$ cat config.mk
export PLATFORM = sky130hd
export DESIGN_NAME = edge_pulse_gen
export DESIGN_NICKNAME = d
export VERILOG_FILES = /design/src/rtl/edge_pulse_gen_pkg.sv /design/src/rtl/edge_pulse_gen_bit_sync.sv /design/src/rtl/edge_pulse_gen.sv
export SDC_FILE = /design/constraint.sdc
export NUM_CORES = 1
export LEC_CHECK = 0
export BUFFER_PORTS_ARGS = -buffer_cell sky130_fd_sc_hd__buf_2
export CAP_MARGIN = 20
export CORE_MARGIN = 2
export CORE_UTILIZATION = 55
export DETAILED_ROUTE_END_ITERATION = 8
export GPL_TIMING_DRIVEN = 0
export PLACE_DENSITY = 0.76
export SETUP_SLACK_MARGIN = 0.05
export SLEW_MARGIN = 0
export SYNTH_ARGS = -nofsm -noshare
export SYNTH_HDL_FRONTEND = slang
export SYNTH_SLANG_ARGS = --single-unit
$ cat constraint.sdc
create_clock -name CK -period 1.9 [get_ports CK]
set_input_delay 0.095 -clock CK [delete_from_list [all_inputs] [get_ports CK]]
set_output_delay 0.095 -clock CK [all_outputs]
set_load 0.05 [all_outputs]
$ cat src/rtl/edge_pulse_gen_pkg.sv
// Shared definitions for the edge pulse generator: FSM state encoding and default timing constants.
package edge_pulse_gen_pkg;

  typedef enum logic [1:0] {
    EPG_STABLE  = 2'd0,
    EPG_QUALIFY = 2'd1,
    EPG_HOLDOFF = 2'd2
  } epg_state_e;

  localparam int unsigned EPG_DEB_COUNT_DEF = 4095;
  localparam int unsigned EPG_HOLDOFF_DEF   = 1024;

endpackage

$ cat src/rtl/edge_pulse_gen_bit_sync.sv
// Multi-flop synchronizer for a single asynchronous board input; async active-low reset to 0.
module bit_sync #(
  parameter int unsigned STAGES = 2
) (
  input  logic CK,
  input  logic RSTb,
  input  logic d_i,
  output logic q_o
);

  logic [STAGES-1:0] sync_q;

  always_ff @(posedge CK or negedge RSTb) begin
    if (!RSTb) sync_q <= '0;
    else       sync_q <= {sync_q[STAGES-2:0], d_i};
  end

  assign q_o = sync_q[STAGES-1];

endmodule

$ cat src/rtl/edge_pulse_gen.sv
// Debounces a slow asynchronous level into a clean LEVEL plus single-cycle RISE/FALL pulses,
// with a holdoff window after every accepted edge.
module edge_pulse_gen
  import edge_pulse_gen_pkg::*;
#(
  parameter int unsigned SYNC_STAGES = 2,
  parameter int unsigned CNT_W       = 13,
  parameter int unsigned DEB_COUNT   = EPG_DEB_COUNT_DEF,
  parameter int unsigned HOLDOFF     = EPG_HOLDOFF_DEF
) (
  input  logic CK,
  input  logic RSTb,
  input  logic IN,
  input  logic ENABLE,
  output logic LEVEL,
  output logic RISE_PULSE,
  output logic FALL_PULSE,
  output logic BUSY
);

  localparam logic [CNT_W-1:0] DEB_LAST  = CNT_W'(DEB_COUNT - 1);
  localparam logic [CNT_W-1:0] HOLD_LOAD = CNT_W'(HOLDOFF);
  localparam bit               DEB_ONE   = (DEB_COUNT == 1);
  localparam bit               HOLD_NONE = (HOLDOFF == 0);

  logic s;

  epg_state_e       state_q, state_d;
  logic [CNT_W-1:0] cnt_q, cnt_d;
  logic [CNT_W-1:0] hold_q, hold_d;
  logic             level_q, level_d;
  logic             rise_q, rise_d;
  logic             fall_q, fall_d;
  logic             busy_q, busy_d;
  logic             accept;

  bit_sync #(.STAGES(SYNC_STAGES)) u_sync (
    .CK   (CK),
    .RSTb (RSTb),
    .d_i  (IN),
    .q_o  (s)
  );

  always_ff @(posedge CK or negedge RSTb) begin
    if (!RSTb) begin
      state_q <= EPG_STABLE;
      cnt_q   <= '0;
      hold_q  <= '0;
      level_q <= 1'b0;
      rise_q  <= 1'b0;
      fall_q  <= 1'b0;
      busy_q  <= 1'b0;
    end else begin
      state_q <= state_d;
      cnt_q   <= cnt_d;
      hold_q  <= hold_d;
      level_q <= level_d;
      rise_q  <= rise_d;
      fall_q  <= fall_d;
      busy_q  <= busy_d;
    end
  end

  always_comb begin
    state_d = state_q;
    cnt_d   = cnt_q;
    hold_d  = hold_q;
    level_d = level_q;
    rise_d  = 1'b0;
    fall_d  = 1'b0;
    accept  = 1'b0;

    unique case (state_q)
      EPG_STABLE: begin
        if (ENABLE && (s != level_q)) begin
          if (DEB_ONE) begin
            accept = 1'b1;
          end else begin
            cnt_d   = CNT_W'(1);
            state_d = EPG_QUALIFY;
          end
        end
      end
      EPG_QUALIFY: begin
        if (!ENABLE || (s == level_q)) begin
          cnt_d   = '0;
          state_d = EPG_STABLE;
        end else if (cnt_q >= DEB_LAST) begin
          accept = 1'b1;
        end else begin
          cnt_d = cnt_q + CNT_W'(1);
        end
      end
      EPG_HOLDOFF: begin
        // Input is ignored here; ENABLE does not stop the countdown.
        cnt_d = '0;
        if (hold_q <= CNT_W'(1)) begin
          hold_d  = '0;
          state_d = EPG_STABLE;
        end else begin
          hold_d = hold_q - CNT_W'(1);
        end
      end
      default: begin
        cnt_d   = '0;
        hold_d  = '0;
        state_d = EPG_STABLE;
      end
    endcase

    if (accept) begin
      level_d = s;
      rise_d  = s;
      fall_d  = ~s;
      cnt_d   = '0;
      if (HOLD_NONE) begin
        state_d = EPG_STABLE;
      end else begin
        hold_d  = HOLD_LOAD;
        state_d = EPG_HOLDOFF;
      end
    end

    busy_d = (state_d != EPG_STABLE);
  end

  assign LEVEL      = level_q;
  assign RISE_PULSE = rise_q;
  assign FALL_PULSE = fall_q;
  assign BUSY       = busy_q;

endmodule
======== Word-level counts from Yosys, hierarchy flattened ========
Cells that the tools add are included.
cells by class
  bitwise logic cells ..................... 1
  mux-type cells .......................... 18
  reductions and logical operators ........ 7
  order comparisons ....................... 2
  add/sub/neg operators ................... 2
  eq/ne operators ......................... 7
operator list
  kind                   number
  $mux 13                6
  $pmux 13 s2            2
  $add 13x1->13 const B  1
  $ge 13x12->1 const B   1
  $le 13x1->1 const B    1
  $sub 13x1->13 const B  1
  $mux 2                 4
  $pmux 2 s3             1
  $mux 1                 5
  $ne 4x4->1 const B     1
  $ne 3x3->1 const B     1
  $eq 2x1->1 const B     1
  $eq 2x2->1 const B     1
  $logic_not 2->1        1
  $ne 2x1->1 const B     1
  $reduce_and 2->1       1
  $reduce_bool 2->1      1
  $reduce_or 2->1        1
  $eq 1x1->1             1
  $logic_and 1x1->1      1
  $logic_not 1->1        1
  $logic_or 1x1->1       1
  $ne 1x1->1             1
  $not 1->1              1
storage, ports and cells
  input port bits ......................... 4
  logic and storage cells ................. 45
  bits in registers ....................... 34
  output and inout port bits .............. 4

======== Logic depth before layout (Yosys ltp) ========
Gate-level depths: netlist (run 1).
  word-level depth ........................ 6
  depth in mapped cells ................... 8
  depth with buffers taken out ............ 6

======== Modules after synthesis ========
From an unflattened synthesis (run 1), not the netlist that was laid out.
unflattened totals
  cells, all modules ...................... 192
  area, all modules ....................... 1930.6 um^2
modules (own cells, without submodules)
  module          cells an instance  times used  area an instance (um^2)  sequential area each (um^2)
  edge_pulse_gen  190                1           1880.6                   800.8
  bit_sync        2                  1           50.0                     50.0

======== Least setup slack after synthesis (run 1) ========
No wires, ideal clock.
  path kind ............................... reg2reg
  start ................................... reg level_q (netlist: LEVEL)
  end ..................................... reg cnt_q[10]
  data required time ...................... 1.818 ns
  path buffers ............................ 0
  data arrival time ....................... 1.930 ns
  stages on the path, launching flop included .. 5
  period minus slack after synthesis ...... 2.012 ns
  setup time .............................. 0.082 ns
  setup slack ............................. -0.112 ns
  cell sequence ........................... dfrtp_1 > xor2_2 > or3b_1 > or4b_1 > a31oi_1
between the ends
  longest elaborated chain between the ends .. 6
  elaborated cells on any way between the ends .. 12
  classes of those cells .................. eq/ne: 4; mux: 5; reduce/logical: 3
ends and longest elaborated chain
  item                                                              line                  RTL
  start: declaration                                                edge_pulse_gen.sv:31  logic level_q, level_d;
  start signal: assignment                                          edge_pulse_gen.sv:57  level_q <= level_d;
  $eq 1x1->1                                                        edge_pulse_gen.sv:85  if (!ENABLE || (s == level_q)) begin
  $logic_or 1x1->1                                                  edge_pulse_gen.sv:85
  $mux 1                                                            edge_pulse_gen.sv:85
  $mux 1                                                            edge_pulse_gen.sv:73  unique case (state_q)
  $ne 4x4->1 (no source line) / $ne 3x3->1 (equally long branches)  -
  $reduce_and 2->1 (no source line)                                 -
  end signal: assignment                                            edge_pulse_gen.sv:55  cnt_q <= cnt_d;
  end: declaration                                                  edge_pulse_gen.sv:29  logic [CNT_W-1:0] cnt_q, cnt_d;
Parallel ways exist; a longest one is shown, timed or not.
A chain may end at the register's enable or synchronous reset.

======== Worst setup path after layout (run 1) ========
  start ................................... reg cnt_q[0]
  end ..................................... reg cnt_q[10]
between the ends
  longest elaborated chain between the ends .. 6
  elaborated cells on any way between the ends .. 12
  classes of those cells .................. add/sub: 1; order compare: 1; eq/ne: 2; mux: 7; reduce/logical: 1
ends and longest elaborated chain
  item                                                              line                  RTL
  $ge 13x12->1                                                      edge_pulse_gen.sv:88  end else if (cnt_q >= DEB_LAST) begin
  $mux 1                                                            edge_pulse_gen.sv:88
  $mux 1                                                            edge_pulse_gen.sv:85
  $mux 1                                                            edge_pulse_gen.sv:73
  $ne 4x4->1 (no source line) / $ne 3x3->1 (equally long branches)  -
  $reduce_and 2->1 (no source line)                                 -
Parallel ways exist; a longest one is shown, timed or not. The select of a mux whose other input is x is not followed.

==> flow_metrics.py, run 1 <==
metrics = {
    "pwr": {
        "power.net_switching_uw": 260.8,
        "pwr-share-seq_pct": 61.9,
        "p_leak_nw": 0.9087,
        "p_int_uw": 913.9,
        "pwr-share-clk_pct": 35.7,
        "p_sw_share_pct": 22.20,
        "ir_drop_mv": 0.4000,
        "p_per_area_nw_per_um2": 503.1,
        "p_comb_share_pct": 2.4,
    },
    "grt": {
        "overflow": 0,
        "grt_max_degree": 35,
        "grt_pass1_wl_mm": 7.803,
        "grt_pass1_vias": 1771,
        "grt.total_usage_pct": 24.90,
        "antenna_found_initial": 0,
    },
    "synth": {
        "syn_area_per_cell_sq_um": 9.196,
        "synth_ff_type": "dfrtp_1",
        "syn-cell-area_sq_um": 1894,
        "synth-seq-cells": 34,
        "syn_inst": 206,
        "synth_edf_count": 0,
        "synth_cell_types": 45,
        "synth_nets": 214,
        "synth_warnings": 0,
        "synth-seq-area-share_pct": 44.91,
        "synth-async-reset-ratio_pct": 100.0,
    },
    "detailed_routing": {
        "ant_nets": 0,
        "drc": 0,
        "dr.pass1.iters": 5,
        "wl_per_cell_um": 15.79,
        "viasPerCell": 6.216,
        "drtIter0Drc": 202,
        "wirelength_mm": 4.468,
        "vias": 1759,
    },
    "final_layout": {
        "final_common_cell": "dfrtp_1",
        "drive_gt1_share_pct": 27.00,
        "antenna_cells": 0,
        "area_growth_pct": 23.25,
        "final_nets": 244,
        "final_cell_mix": "31 x dfrtp_1, 18 x buf_4, 18 x nand2_1",
    },
    "floorplanning": {
        "initial_utilization_pct": 57.22,
        "die_w_um": 62.69,
        "ios": 8,
        "dieArea_sq_um": 3929,
        "core_sq_um": 3311,
        "row_count": 21,
        "dieHeight_um": 62.69,
    },
    "timing": {
        "rsz0062_at_grt": "yes",
        "fin_tns_setup_ps": 0,
        "worst_pin_slew_ps": 777.2,
        "relSlewSlack_pct": 47.95,
        "setup_violations": 0,
        "drv_slew": 0,
        "fin_hold_ws_ps": 105.9,
        "skew_ps": 13.88,
        "hold_viol": 0,
        "fin_crit_ps": 1831,
        "fin_crit_sh_pct": 96.36,
        "clock.fmax_mhz": 546.2,
    },
    "flow_run": {
        "maxCapViolCount": 0,
    },
    "clock_network": {
        "cts_max_level": 2,
        "cts_buffers": 5,
        "cts_sinks": 34,
        "clk_pin_slew_ps": 100,
        "cts_max_path_buffers": 2,
        "root_buffer": "clkbuf_4",
        "cts_tree": "yes",
        "insertion_delay_ps": 340,
    },
    "critical_path": {
        "worstPathArrival_ps": 2090,
        "startpoint_type": "register",
        "criticalPathCategory": "reg -> reg",
        "cp-end-kind": "register",
        "worstPathRequired_ps": 2160,
        "worstPathMaxFanout": 6,
    },
    "outcome": {
        "status": "completed",
    },
    "placed_design": {
        "gp_congestion": 0.8102,
        "place_hpwl_mm": 2.925,
        "portBuffers": 7,
    },
    "worst_hold_path": {
        "holdCritPathClass": "in -> reg",
    },
}
per-stage QoR:
stage | power [mW] | cells | instance area, sq um | utilization (%) | setup WS [ps]
5_1_grt | 1.223 | 283 | 2335 | 70.52 | -0.02154
4_1_cts | 1.189 | 279 | 2241 | 67.69 | 42.01
6_report | 1.175 | 283 | 2335 | 70.52 | 69.20
3_3_place_gp | 0.7636 | 259 | 2016 | 60.88 | -222.7
3_5_place_dp | 0.7644 | 259 | 2016 | 60.88 | -321.9
2_1_floorplan | 0.7455 | 206 | 1923 | - | 51.69
power groups by stage:
stage / sequential (mW) / combinational (mW) / clock (mW)
after floorplan: 0.741 / 0.00422 / 0
after global placement: 0.741 / 0.0225 / 0
after detailed placement: 0.741 / 0.0230 / 0
after CTS: 0.727 / 0.0258 / 0.436
after global routing: 0.728 / 0.0320 / 0.463
final: 0.728 / 0.0279 / 0.419
flip-flops by register name, summed over array words and instances, names as in the netlist:
register	count
FALL_PULSE	1
cnt_q	13
LEVEL	1
hold_q	13
BUSY	1
state_q	2
u_sync.sync_q	2
RISE_PULSE	1
cell usage after synthesis (2+ instances only):
cell type	instances	share of area (%)
a211oi_1	2	0.79
a21boi_0	3	1.2
a21o_2	2	0.92
a21oi_1	6	1.6
a31oi_1	18	5.9
and3_1	2	0.66
and4_1	2	0.92
buf_1	2	0.40
buf_2	4	1.1
clkbuf_1	4	0.79
dfrtp_1	34	45
ha_1	4	2.6
inv_1	10	2.0
mux2i_1	2	1.1
nand2_1	18	3.6
nand2b_1	3	0.99
nand3_1	9	2.4
nand3b_1	2	0.79
nand4_1	4	1.3
nor2_1	14	2.8
nor3_1	9	2.4
o2111ai_1	3	1.4
o211ai_1	7	2.8
o21ai_0	12	3.2
o221ai_1	3	1.4
o22ai_1	4	1.3
o2bb2ai_1	2	0.92
o31ai_1	2	0.79
or3_1	3	0.99
what timing repair did:
action                                  in CTS  in global routing
hold endpoints to repair                    35                  0
resized for setup                           19                 13
pin swaps                                    4                  4
setup buffers                               11                  5
hold buffers                                 2                  0
endpoints found under the setup margin      19                 20
cell type report:
type / instances / area [sq um]
plain buffers: 8 / 58.81
clock buffers: 7 / 55.05
clock inverters: 1 / 5.005
fillers: 252 / 975.9
inverters: 10 / 37.54
multi-input cells: 152 / 1091
flip-flops and latches: 34 / 854.6
well taps: 46 / 57.56
repair buffers: 25 / 175.2
critical path, stage by stage, from the launching register on:
cell and delay, ps:
dfrtp_1 440, ha_1 260, and4_4 240, and4_1 200
or4b_1 460, a31oi_1 160
layer usage:
metal,wire length (um),up-vias,part of all wire [%],GRT usage [%]
li1,-,848,-,-
met1,1765,852,40,29.44
met2,2431,52,54,42.34
met3,209,7,4.7,5.946
met4,61,0,1.4,12.50
met5,0,-,0,0
final timing paths:
kind,start,to,slack (ps),depth (start not counted)
max,cnt_q[0]$_DFFE_PN0P_,cnt_q[10]$_DFFE_PN0P_,70,5
min,ENABLE,state_q[0]$_DFF_PN0_,110,3
max reg2reg,cnt_q[0]$_DFFE_PN0P_,cnt_q[10]$_DFFE_PN0P_,70,5
min reg2reg,u_sync.sync_q[0]$_DFF_PN0_,u_sync.sync_q[1]$_DFF_PN0_,360,0
max in group asynchronous,RSTb,u_sync.sync_q[1]$_DFF_PN0_,1020,2
min in group asynchronous,RSTb,hold_q[0]$_DFFE_PN0P_,340,2
logic make-up (layout without fill, tap and decap cells):
| logic type | count (synthesis) | in the layout | share of synthesized area, % |
|---|---|---|---|
| multiplexers | 3 | 3 | 1.651 |
| adder cells (fa/ha/maj) | 4 | 4 | 2.642 |
| XOR/XNOR | 1 | 1 | 0.8589 |
| flip-flops | 34 | 34 | 44.91 |
| AND/OR/NAND/NOR | 75 | 75 | 21.40 |
| buffers and inverters | 20 | 51 | 4.227 |
| AO/OA/AOI/OAI | 69 | 69 | 24.31 |
No activity file was read; power rests on OpenSTA's default activity.
==> run 2, diff against run 1 <==
- CORE_UTILIZATION: 55 -> 60
- PLACE_DENSITY: 0.76 -> 0.79
- clock period: 1.9 -> 1.8 ns (I/O delays scaled with it)
==> run 2 against run 1 <==
- via count up 16%
- critical endpoint unchanged
- highest routed layer unchanged
- critical path type unchanged
- the flow now finishes with violations (negative setup slack)
- critical path depth increased by 2
- hold slack improved by 28 ps
==> flow_metrics.py, run 2 (synthesis results as in run 1) <==
metrics = {
    "critical_path": {
        "r2r_start": "cnt_q[0]$_DFFE_PN0P_",
        "criticalPathCategory": "reg -> reg",
        "crit_chain": "inv_2, ha_4, o2111ai_4, or3_4, buf_6, or4b_4, a31oi_1",
        "crit_start": "cnt_q[0]$_DFFE_PN0P_",
        "slowest_delay_ps": 440,
        "worstPathRequired_ps": 2060,
        "r2r_end": "cnt_q[10]$_DFFE_PN0P_",
        "cp_top_family": "simple AND/OR/NAND/NOR gates",
        "crit_buf_inv": 2,
        "r2r.worst_path.cells": 7,
        "worstPathArrival_ps": 2200,
        "slowest_stage": "or4b_4",
        "startpoint_type": "register",
        "worstPathMaxFanout": 4,
        "r2r_slack_ps": -140,
        "cp-end-kind": "register",
    },
    "worst_hold_path": {
        "holdCritPathClass": "in -> reg",
        "hold_depth": 3,
        "hp-start": "ENABLE",
        "holdPathEnd": "state_q[0]$_DFF_PN0_",
    },
    "floorplanning": {
        "dieHeight_um": 60.19,
        "core_sq_um": 3028,
        "dieArea_sq_um": 3623,
        "ios": 8,
        "die_w_um": 60.19,
        "row_count": 20,
        "initial_utilization_pct": 62.56,
    },
    "timing": {
        "relSlewSlack_pct": 48.46,
        "setup_ws_ps": -140.0,
        "drv_slew": 0,
        "fin_hold_ws_ps": 134.3,
        "setup_violations": 15,
        "worst_pin_slew_ps": 773.1,
        "fin_crit_ps": 1940,
        "fin_tns_setup_ps": -1268,
        "rsz0062_at_grt": "yes",
        "clock.fmax_mhz": 515.5,
        "skew_ps": 12.81,
        "hold_viol": 0,
        "fin_crit_sh_pct": 107.8,
    },
    "detailed_routing": {
        "dr.pass1.iters": 7,
        "drtIter0Drc": 275,
        "ant_nets": 0,
        "viasPerCell": 7.080,
        "drc": 0,
        "wirelength_mm": 6.511,
        "wl_per_cell_um": 22.53,
        "vias": 2046,
    },
    "final_layout": {
        "final_util_pct": 87.48,
        "antenna_cells": 0,
        "final_nets": 252,
        "final_cell_mix": "32 x dfrtp_1, 19 x buf_4, 17 x nand2_1",
        "top_regs": "cnt_q (13), hold_q (13)",
        "drive_gt1_share_pct": 39.18,
        "area_growth_pct": 39.83,
        "nFillCells": 133,
        "final_common_cell": "dfrtp_1",
    },
    "placed_design": {
        "place_hpwl_mm": 2.993,
        "gp_congestion": 0.8961,
        "portBuffers": 7,
    },
    "grt": {
        "overflow": 0,
        "grt.total_usage_pct": 31.67,
        "grt_pass1_wl_mm": 8.362,
        "antenna_found_initial": 0,
        "grt_max_degree": 35,
        "grt_pass1_vias": 1800,
    },
    "clock_network": {
        "cts_buffers": 5,
        "cts_tree": "yes",
        "cts_sinks": 34,
        "insertion_delay_ps": 350,
        "root_buffer": "clkbuf_4",
        "clk_pin_slew_ps": 120,
        "cts_max_path_buffers": 2,
        "cts_max_level": 2,
    },
    "pwr": {
        "finalPower_mw": 1.370,
        "p_per_area_nw_per_um2": 517.4,
        "ir_drop_mv": 0.5184,
        "p_leak_nw": 0.9944,
    },
    "outcome": {
        "status": "finished, violations left",
        "violations": "negative setup slack",
    },
    "flow_run": {
        "maxCapViolCount": 0,
    },
}
-- run 2: layer usage --
metal  share of wire [%]  global-route usage (%)  vias up
met4                 5.0                   13.33        0
li1                    -                       -      866
met2                  50                   55.59      136
met5                   0                       0        -
met3                 7.5                   8.658       50
met1                  37                   35.82      994
-- run 2: cell type report --
cell class              instances  area (sq um)  share of cell area (%)
plain buffers                   6         48.80                   1.842
well taps                      44         55.05                   2.078
multi-input cells             153          1295                   48.89
clock inverters                 3         40.04                   1.512
clock buffers                   5         37.54                   1.417
flip-flops and latches         34         853.3                   32.22
repair buffers                 34         281.5                   10.63
inverters                      10         37.54                   1.417
-- run 2: repair_timing --
item                                    CTS  global route
hold endpoints to repair                 35             0
pin swaps                                 7            17
endpoints found under the setup margin   28            32
gates resized for setup                  27            54
cloned                                    0             2
setup buffers                            17             7
hold buffers                              2             0
-- run 2: worst max-delay path by stage --
stage,endpoint,slack [ps],depth (start not counted)
after floorplan,cnt_q[10]$_DFFE_PN0P_,-40,4
after global placement,hold_q[2]$_DFFE_PN0P_,-400,4
after detailed placement,BUSY$_DFF_PN0_,-450,4
after CTS,cnt_q[10]$_DFFE_PN0P_,-40,8
after global routing,cnt_q[10]$_DFFE_PN0P_,-170,7
final,cnt_q[10]$_DFFE_PN0P_,-140,7
-- run 2: tightest hold or removal path: cells and delay by family --
kind                   cells  cell delay [ps]
AO/OA/AOI/OAI              1               80
buffers and inverters      1              140
AND/OR/NAND/NOR            1              150
-- run 2: metrics by stage --
stage                     cell area, sq um  std cells  setup slack, ps
after floorplan                       1928        206           -36.85
after global routing                  2649        289           -173.5
after CTS                             2356        283           -44.50
after detailed placement              2018        257           -452.9
after global placement                2018        257           -396.4
final                                 2649        289           -140.0
-- run 2: where the power goes --
group | leakage (nW) | internal (mW) | switching (mW) | total (mW)
registers | 0.406 | 0.766 | 0.00280 | 0.768
clock network | 0.0450 | 0.288 | 0.283 | 0.570
logic | 0.544 | 0.00940 | 0.0222 | 0.0316
